$ cat config.mk
export PLATFORM = sky130hd
export DESIGN_NAME = mem_access
export DESIGN_NICKNAME = d
export VERILOG_FILES = /design/src/rtl/pipeline_pkg.sv /design/src/rtl/mem_timeout_ctr.sv /design/src/rtl/mem_access.sv
export SDC_FILE = /design/constraint.sdc
export NUM_CORES = 1
export LEC_CHECK = 0
export BUFFER_PORTS_ARGS = -buffer_cell sky130_fd_sc_hd__buf_2
export CAP_MARGIN = 40
export CORE_ASPECT_RATIO = 2
export CORE_MARGIN = 2
export CORE_UTILIZATION = 49
export CTS_CLUSTER_SIZE = 24
export DETAILED_ROUTE_END_ITERATION = 10
export PLACE_DENSITY_LB_ADDON = 0.25
export SETUP_SLACK_MARGIN = 0.4
export SYNTH_ARGS = -nofsm -noshare
export SYNTH_HDL_FRONTEND = slang
export SYNTH_SLANG_ARGS = --single-unit
$ cat constraint.sdc
create_clock -name clk -period 6.3 [get_ports clk]
set_clock_uncertainty 0.2 [all_clocks]
set_input_delay 1.575 -clock clk [delete_from_list [all_inputs] [get_ports clk]]
set_output_delay 1.575 -clock clk [all_outputs]
set_load 0.005 [all_outputs]
$ cat src/rtl/pipeline_pkg.sv
// Shared pipeline types: MEM-stage FSM encoding, memory control bundle, word width.
// Latency: n/a (types and helpers only).
// Backpressure: n/a.
package pipeline_pkg;

   localparam int unsigned WORD_W = 32;

   typedef enum logic {
      IDLE   = 1'b0,
      ACCESS = 1'b1
   } state_t;

   // Control bits carried from execute into the memory stage.
   typedef struct packed {
      logic       memread;
      logic       memwrite;
      logic       regwrite;
      logic       memtoreg;
      logic [4:0] write_reg;
   } mem_ctrl_t;

   // Word accesses only: any nonzero byte offset is a misaligned access.
   function automatic logic is_misaligned(input logic [1:0] byte_off);
      return byte_off != 2'b00;
   endfunction

endpackage

$ cat src/rtl/mem_timeout_ctr.sv
// Bus-transaction watchdog: counts enabled cycles, flags the LIMIT-th one.
// Latency: expire is combinational in the cycle the count would reach LIMIT.
// Backpressure: none; load clears the count and has priority over enable.
// Ports: clk/rst (async active-high), load (clear), enable (count this cycle),
//        expire (this enabled cycle is the LIMIT-th since load).
module mem_timeout_ctr #(
   parameter int unsigned LIMIT = 16
) (
   input  logic clk,
   input  logic rst,
   input  logic load,
   input  logic enable,
   output logic expire
);

   logic [7:0] count;

   always_ff @(posedge clk or posedge rst) begin
      if (rst) begin
         count <= 8'd0;
      end else if (load) begin
         count <= 8'd0;
      end else if (enable) begin
         count <= count + 8'd1;
      end
   end

   // count holds the number of enabled cycles already elapsed, so the
   // current enabled cycle is the LIMIT-th when count == LIMIT-1.
   assign expire = enable && (count == 8'(LIMIT - 1));

endmodule

$ cat src/rtl/mem_access.sv
// MIPS memory stage: passes ALU results through, runs lw/sw on a req/ack port.
// Latency: 1 cycle for non-memory ops; memory ops 1 cycle after ack/timeout.
// Backpressure: ex_ready low for the whole ACCESS state; execute must hold.
// Ports: ex_* (execute inputs + ex_ready), flush, dmem_* (data memory port),
//        wb_* (registered writeback bundle), err_misalign (pulse),
//        err_timeout (sticky until rst).
module mem_access
   import pipeline_pkg::*;
#(
   parameter int unsigned TIMEOUT_CYCLES = 16,
   parameter int unsigned ADDR_W         = 32
) (
   input  logic              clk,
   input  logic              rst,
   input  logic              ex_valid,
   output logic              ex_ready,
   input  logic [31:0]       ex_alu_result,
   input  logic [31:0]       ex_write_data,
   input  logic              ex_memread,
   input  logic              ex_memwrite,
   input  logic              ex_regwrite,
   input  logic              ex_memtoreg,
   input  logic [4:0]        ex_write_reg,
   input  logic              flush,
   output logic              dmem_req,
   output logic              dmem_we,
   output logic [ADDR_W-1:0] dmem_addr,
   output logic [31:0]       dmem_wdata,
   input  logic [31:0]       dmem_rdata,
   input  logic              dmem_ack,
   output logic              wb_valid,
   output logic              wb_regwrite,
   output logic [4:0]        wb_write_reg,
   output logic [31:0]       wb_data,
   output logic              err_misalign,
   output logic              err_timeout
);

   state_t            state;
   mem_ctrl_t         ctrl_q;
   logic [WORD_W-1:0] alu_q;
   logic              req_q;
   logic              killed_q;

   logic accept;
   logic is_mem;
   logic start_access;
   logic killed_now;
   logic is_load;
   logic tmo_en;
   logic tmo_expire;

   assign accept       = ex_valid && ex_ready && !flush;
   assign is_mem       = ex_memread || ex_memwrite;
   assign start_access = accept && is_mem && !is_misaligned(ex_alu_result[1:0]);
   // A flush seen on the completing cycle kills the instruction as well.
   assign killed_now   = killed_q || flush;
   // Store wins when both memread and memwrite are set.
   assign is_load      = ctrl_q.memread && !ctrl_q.memwrite;
   assign tmo_en       = (state == ACCESS) && !dmem_ack;

   // Request drops combinationally on the ack so memory never sees a second beat.
   assign dmem_req  = req_q && !dmem_ack;
   assign dmem_addr = {alu_q[ADDR_W-1:2], 2'b00};

   mem_timeout_ctr #(
      .LIMIT (TIMEOUT_CYCLES)
   ) u_timeout (
      .clk    (clk),
      .rst    (rst),
      .load   (start_access),
      .enable (tmo_en),
      .expire (tmo_expire)
   );

   always_ff @(posedge clk or posedge rst) begin
      if (rst) begin
         state        <= IDLE;
         ex_ready     <= 1'b1;
         ctrl_q       <= '0;
         alu_q        <= '0;
         req_q        <= 1'b0;
         killed_q     <= 1'b0;
         dmem_we      <= 1'b0;
         dmem_wdata   <= '0;
         wb_valid     <= 1'b0;
         wb_regwrite  <= 1'b0;
         wb_write_reg <= '0;
         wb_data      <= '0;
         err_misalign <= 1'b0;
         err_timeout  <= 1'b0;
      end else begin
         wb_valid     <= 1'b0;
         err_misalign <= 1'b0;
         case (state)
            IDLE: begin
               if (accept) begin
                  if (!is_mem) begin
                     wb_valid     <= 1'b1;
                     wb_regwrite  <= ex_regwrite;
                     wb_write_reg <= ex_write_reg;
                     wb_data      <= ex_alu_result;
                  end else if (is_misaligned(ex_alu_result[1:0])) begin
                     wb_valid     <= 1'b1;
                     wb_regwrite  <= 1'b0;
                     wb_write_reg <= ex_write_reg;
                     wb_data      <= ex_alu_result;
                     err_misalign <= 1'b1;
                  end else begin
                     ctrl_q     <= '{memread:   ex_memread,
                                     memwrite:  ex_memwrite,
                                     regwrite:  ex_regwrite,
                                     memtoreg:  ex_memtoreg,
                                     write_reg: ex_write_reg};
                     alu_q      <= ex_alu_result;
                     dmem_we    <= ex_memwrite;
                     dmem_wdata <= ex_write_data;
                     killed_q   <= 1'b0;
                     req_q      <= 1'b1;
                     ex_ready   <= 1'b0;
                     state      <= ACCESS;
                  end
               end
            end
            ACCESS: begin
               if (dmem_ack || tmo_expire) begin
                  state    <= IDLE;
                  req_q    <= 1'b0;
                  ex_ready <= 1'b1;
                  killed_q <= 1'b0;
                  wb_valid <= !killed_now;
                  // Ack has priority over a same-cycle expiry.
                  if (!dmem_ack) begin
                     err_timeout <= 1'b1;
                  end
                  if (!killed_now) begin
                     wb_write_reg <= ctrl_q.write_reg;
                     if (dmem_ack) begin
                        wb_regwrite <= ctrl_q.regwrite && !ctrl_q.memwrite;
                        wb_data     <= (is_load && ctrl_q.memtoreg) ? dmem_rdata : alu_q;
                     end else begin
                        wb_regwrite <= 1'b0;
                        wb_data     <= alu_q;
                     end
                  end
               end else begin
                  killed_q <= killed_now;
               end
            end
            default: state <= IDLE;
         endcase
      end
   end

endmodule

==> results, run 1 <==
- Setup repair after global routing left no endpoint under its margin.
- The clock reaches the later pin of the worst-skew pair after 400 ps.
- STA classifies the critical path startpoint as a primary input.
- The nature of the critical path endpoint is an output pin.
- The summed negative setup slack over all endpoints is 0 ps.
- By area the synthesized netlist is led by dfrtp_1 54%, mux2_2 20%, mux2i_1 5.7%, buf_4 4.1%, a21oi_1 2.9%.
- The largest registers in the layout are alu_q (32), dmem_wdata (32), wb_data (32).
- The signal on the critical path passes through buf_2 -> nor2_1 -> buf_2.
- The maximum number of pins on one net before global-route repair is 78.
- In this run the power density over the cells is 250 nW/um2.
- Yosys instantiated no cell more often than dfrtp_1.
- Of all flip-flops after synthesis, the portion carrying an async set or reset was 1.00.
- The arrival time at the worst endpoint is ~2000 ps.
- The count of final max-slew check failures is 0.
- The tool flagged a number of max-cap violations equal to 0.
- The most used flip-flop cell after synthesis is dfrtp_1.
- From left edge to right edge, the die measures 81.1 um.
- The time the worst path needs with I/O delays and setup is 3730 ps.
- In the finished design, the share of the clock period the worst path needs comes to 0.591.
- Using the TritonRoute via totals, the vias-per-cell ratio works out to 5.13.
- The half-perimeter wire length of the detailed placement result is 9.30 mm.
- The core region is about 12000 um2.
- The number of placement rows is 56.
- The area enclosed by the die boundary is around 13000 um2.
- TritonCTS built the clock tree.
- The count of synthesis-stage warnings from yosys is 0.
- The tree is rooted in a clkbuf_16.
- From synthesis to final layout, the design area changed by 27.9%.
- The fmax is 0.268 GHz.
- After filler insertion, the fill cell instance count of the layout stands at 964.
- The share of the synthesized area in the top cell type is 0.537.
- The synthesized flop and latch total is 126.
- The count of endpoints failing hold in the final timing report came to 0.
- Across all layers, the routed design uses 4119 vias.
- The synthesized design spends more area on one cell type than any other, namely dfrtp_1.
- For this configuration, the core starts out at a cell density of 0.500.
- The number of enable-type register cells in the synthesized netlist is 0.
- The run finished with clean final reports.
- In the synthesized netlist, the cells that appear most often are 125 x dfrtp_1, 105 x mux2_2, 44 x nor2_1.
- The number of buffers added to fix hold violations after cts is 0.
- Once detail routing completed, the nets flagged for antenna violations numbered 0.
- The via count of the first global-routing pass is ~4200.
- The number of instances in the synthesized netlist is 455.
- For this run, design rule violations remaining after detail routing come to 0.
- The overall track demand over capacity in global routing is 0.208.
- Of all nets on the critical path, the largest fanout is 8.
- The slowest stage of the critical path belongs to the cell buf_2.
- For this design the static power due to leakage is 4.44 nW.
- Grouping stages by cell kind, the critical path spends the most delay in buffers and inverters.
- Power comes to around 0.0019 W.
- Averaged over all synthesized cells, the footprint is approximately 13 um2.
- Buffers placed on the I/O ports in this run total 215.
- The average wire per cell in the routed design is 16.2 um.
- The first global-routing pass estimated 20.2 mm of wire.
- Clock-pin slew was measured on the worst setup and hold paths at 50 ps.
- The count of pins on the block boundary is about 220.
- The height of the die is between 150 and 200 um.
- The maximum buffer depth of the clock tree is 2.
- The final-stage net count is 754.
- The min-delay analysis places its worst path in the category reg -> reg.
- The post-synthesis instance area is 5820 um2.
- The detailed-route wire length is approximately 13 mm.
- The initial antenna violation count is 1.
- Setup violations remaining at the end of the flow were counted as 0.
- The sequential element share of the synthesized area is 0.542.
- The number of distinct library cells after synthesis is 35.
- The setup path with the least slack is of type in -> out.
- Buffers inserted during clock tree synthesis total 17.
- The final global-route overflow total is 0.
- The post-cts gate resize count is 0.
- Among the stages of the critical path, the cell type that occurs most often is buf_2.
- Once the clock tree was built, the setup fixing pass inserted 0 buffers.
- The number of clock sinks seen by CTS is 126.
- The buffer and inverter count on the worst path is 2.
- For this run, the slowest stage of the critical path takes roughly 160 ps.
- The worst pin sits at a relative slew slack of 0.472.
- For the pin with the worst max-slew slack, the measured transition is between 700 and 800 ps.
- The final core area utilization is 0.640.
- Before antenna repair, the detailed router went through 4 iterations.
- The CTS H-tree depth is 4.
- The worst-case IR drop observed on VDD is between 0.2 and 0.25 mV.
- The share of layout cells above drive strength 1 is 0.570.
- The number of DRC markers in iteration 0 is around 130.
- The weighted congestion at the end of routability-driven global placement is around 0.76.
- At the worst endpoint, the required time is 4530 ps.
==> metal layers <==
layer | GRT usage | wire (um)
met3 | 0.0445 | 658
met4 | 0.0977 | 363
met2 | 0.377 | 7260
met1 | 0.223 | 4730
met5 | 0 | 0
==> layout by cell type (no fill, tap or decap), types with 2 or more instances in the layout <==
master	Yosys	final
a21oi_1	34	34
and2_1	5	5
buf_2	8	216
buf_4	32	4
bufinv_16	0	3
clkbuf_1	9	3
clkbuf_16	0	17
clkbuf_8	0	2
clkinv_2	0	3
clkinv_4	0	2
clkinvlp_4	0	2
conb_1	1	2
dfrtp_1	125	124
diode_2	0	2
inv_1	4	3
mux2_2	105	105
mux2_4	9	9
mux2i_1	33	33
nand2_1	8	8
nand3b_1	2	2
nand4b_1	2	2
nor2_1	44	44
nor3_1	3	3
o21ai_0	3	3
or2_2	2	2
xnor2_1	3	3
xor2_1	4	4
==> final cells by class <==
cell class	instances	area (um2)	area share
repair buffers	223	1170	0.158
flip-flops and latches	126	3160	0.424
clock inverters	10	138	0.0185
multi-input cells	271	2310	0.310
diodes	2	5.00	0.000672
inverters	4	17.5	0.00235
clock buffers	22	464	0.0623
well taps	145	181	0.0244
==> worst paths after layout <==
kind / depth (start not counted) / start / to / slack [ps]
max in group asynchronous: 3 / rst / alu_q[6]$_DFFE_PP0P_ / 3960
worst min-delay path: 1 / err_timeout$_DFFE_PP0P_ / err_timeout$_DFFE_PP0P_ / 270
worst min register to register: 1 / err_timeout$_DFFE_PP0P_ / err_timeout$_DFFE_PP0P_ / 270
min in group asynchronous: 2 / rst / alu_q[18]$_DFFE_PP0P_ / 1010
worst max register to register: 6 / state$_DFF_PP0_ / wb_data[31]$_DFFE_PP0P_ / 3500
worst max-delay path: 3 / dmem_ack / dmem_req / 2570
==> metrics by stage <==
| step | cell area, um2 | cells | hold WS, ps | setup slack, ps |
|---|---|---|---|---|
| finish | 7450 | 803 | 269 | 2570 |
| CTS | 7440 | 801 | 276 | 2570 |
| global placement | 6790 | 766 | 251 | 2410 |
| floorplan | 5820 | 456 | 253 | 1170 |
| global route | 7440 | 802 | 283 | 2570 |
| detailed placement | 6840 | 769 | 263 | 2570 |
==> logic make-up after synthesis <==
family	share of synthesized area
multiplexers	0.283
flip-flops	0.542
AND/OR/NAND/NOR	0.0634
buffers and inverters	0.0630
AO/OA/AOI/OAI	0.0353
XOR/XNOR	0.0105
adder cells (fa/ha/maj)	0.00215
other	0.000644
==> power by group <==
part	switching, W	internal, W
clock network	0.000340	0.000642
logic	0.0000372	0.0000344
registers	0	0.000810
(Power assumes the default switching activity.)
==> inputs of run 2 (changes only) <==
CORE_UTILIZATION = 45   (was 49)
clock period = 3.21 ns   (was 6.3 ns; I/O delays follow)
==> results, run 2 (synthesis gave the netlist of run 1 again) <==
- The flow ran to the end, and the final reports show no timing, DRC or antenna violations.
- The time the worst path needs with I/O delays and setup is 2310 ps.
- In the final routed layout, each cell accounts on average for 16.8 um.
- The leakage power figure is 4.45 nW.
- After routing, the total negative slack on setup checks comes to 0 ps.
- Once routing completed, OpenROAD measured the worst setup slack at 897 ps.
- Setup repair after global routing left no endpoint under its margin.
- After the last flow step, the layout net total stands at 759.
- Once detail routing completed, the nets flagged for antenna violations numbered 0.
- From synthesis to final layout, the design area changed by 29.1%.
- The number of iterations in the first detailed-routing pass is 4.
- The die covers 13900 um2.
- The count of endpoints failing hold in the final timing report came to 0.
- The fmax is 0.432 GHz.
- The weighted congestion at the end of routability-driven global placement is 0.800.
- The clock buffer count from CTS is 17.
- The maximum buffer depth of the clock tree is 2.
- The number of DRC markers in iteration 0 is roughly 130.
- The first global-routing pass estimated approximately 22 mm of wire.
- After clock tree synthesis, the setup repair step added 0 buffers.
- The worst register-to-register path has a depth of 5.
- The tightest slew margin relative to the limit is 0.620.
- Leaving out fill and tap cells, the most frequent cells in the layout are 215 x buf_2, 124 x dfrtp_1, 105 x mux2_2.
- The count of maximum capacitance violations is 0.
- The total vias in the final route is 4092.
- Data arrives at the worst endpoint at 2400 ps.
- STA classifies the critical path endpoint as a flip-flop.
- The count of final max-slew check failures is 0.
- The clock reaches the later pin of the worst-skew pair after around 400 ps.
- Prior to clock tree synthesis, the placed netlist has a worst setup slack of 618 ps.
- For this design the ratio of total power to cell area is just under 500 nW/um2.
- The via count of the first global-routing pass is 4400.
- STA classifies the critical path startpoint as a flip-flop.
- For the pin with the worst max-slew slack, the measured transition is about 570 ps.
- The largest registers in the layout are alu_q (32), dmem_wdata (32), wb_data (32).
- The number of buffers added to fix hold violations after cts is 0.
- Once detailed placement completed, the half-perimeter wirelength came to just under 10 mm.
- The final number of setup-violating endpoints is 0.
- The CTS H-tree depth is 4.
- The maximum fanout along the worst path is between 40 and 50.
- The path class of the lowest-slack min-delay path is in -> async.
- The largest vdd supply drop is 0.451 mV.
- The count of buffers added on input and output ports is approximately 220.
- In the final layout, the share of cells above drive strength 1 is 0.576.
- For this run, the total global-route usage over all layers was measured as 0.200.
- Data on the critical path is required at its endpoint by 3290 ps.
- The library cell used most frequently in the layout, excluding fill and tap cells, is buf_2.
- For this configuration, the core starts out at a cell density of 0.461.
- The number of placement rows is between 50 and 60.
- After global routing the overflow that remains totals 0.
- The critical path is of the reg -> reg type.
- During I/O placement, the number of pins put on the boundary was ~220.
- The vias per cell is 5.03.
- The number of filler instances in the final layout is 1096.
- After detailed routing, the number of remaining DRC violations is 0.
- The clock tree root buffer cell is clkbuf_16.
- The number of gates resized after CTS was 0.
- Measured along the x axis, the die boundary spans 84.4 um.
- The area inside the core boundary is between 10000 and 15000 um2.
- The clock transition time at the flip-flop clock pins of the worst setup and hold paths is 60 ps.
- For this design, the sink count on the clock tree is approximately 130.
- Entering global routing, the biggest net connects 47 pins.
- TritonCTS built the clock tree.
- The detailed-route wire length is 13.7 mm.
- The final worst-path cycle share is 0.720.
- The height of the die is 165 um.
- The initial antenna violation count is 2.
## run 2: final timing paths
| check | from | end | slack (ps) |
|---|---|---|---|
| setup reg to reg | state$_DFF_PP0_ | dmem_wdata[25]$_DFFE_PP0P_ | 900 |
| max in group asynchronous | rst | alu_q[4]$_DFFE_PP0P_ | 2000 |
| hold reg to reg | ex_ready$_DFFE_PP1P_ | ex_ready$_DFFE_PP1P_ | 280 |
| setup / recovery | state$_DFF_PP0_ | dmem_wdata[25]$_DFFE_PP0P_ | 900 |
| hold / removal | rst | state$_DFF_PP0_ | 70 |
| min in group clk | ex_ready$_DFFE_PP1P_ | ex_ready$_DFFE_PP1P_ | 280 |
## run 2: layer usage
metal | wire (um) | global-route usage | vias to the layer above
met5 | 0 | 0 | -
met2 | 7760 | 0.369 | 127
met4 | 460 | 0.0945 | 0
met3 | 531 | 0.0455 | 28
met1 | 4910 | 0.212 | 2003
li1 | - | - | 1934
## run 2: critical path, cell delays in order, from the launching register on
cell and delay, ps:
dfrtp_2 410, buf_4 310, nand4bb_1 210, nand3b_1 140
buf_4 470, mux2_2 410
## run 2: layout make-up
cell class                      instances  area (um2)  area share
Clock buffer                           21         470      0.0626
Inverter                                4        18.8     0.00250
Antenna cell                            2        5.00    0.000666
Multi-Input combinational cell        271        2310       0.307
Sequential cell                       126        3160       0.420
Clock inverter                         11         133      0.0176
Timing Repair Buffer                  228        1240       0.164
Tap cell                              150         188      0.0250
## run 2: metrics by stage
stage / area (um2) / total power (W) / hold WS [ps] / utilization / std cells
global route: 7520 / 0.00381 / 56.4 / 0.595 / 813
CTS: 7510 / 0.00372 / 47.8 / 0.595 / 811
global placement: 6890 / 0.00176 / 267 / 0.546 / 778
finish: 7520 / 0.00366 / 72.0 / 0.595 / 813
floorplan: 5830 / 0.00167 / 253 / - / 456
detailed placement: 6910 / 0.00177 / 272 / 0.547 / 779
## run 2: report_power, final
part	internal, W	switching, W
combinational	0.0000732	0.0000758
clock	0.00121	0.000709
sequential	0.00159	0
total	0.00287	0.000784
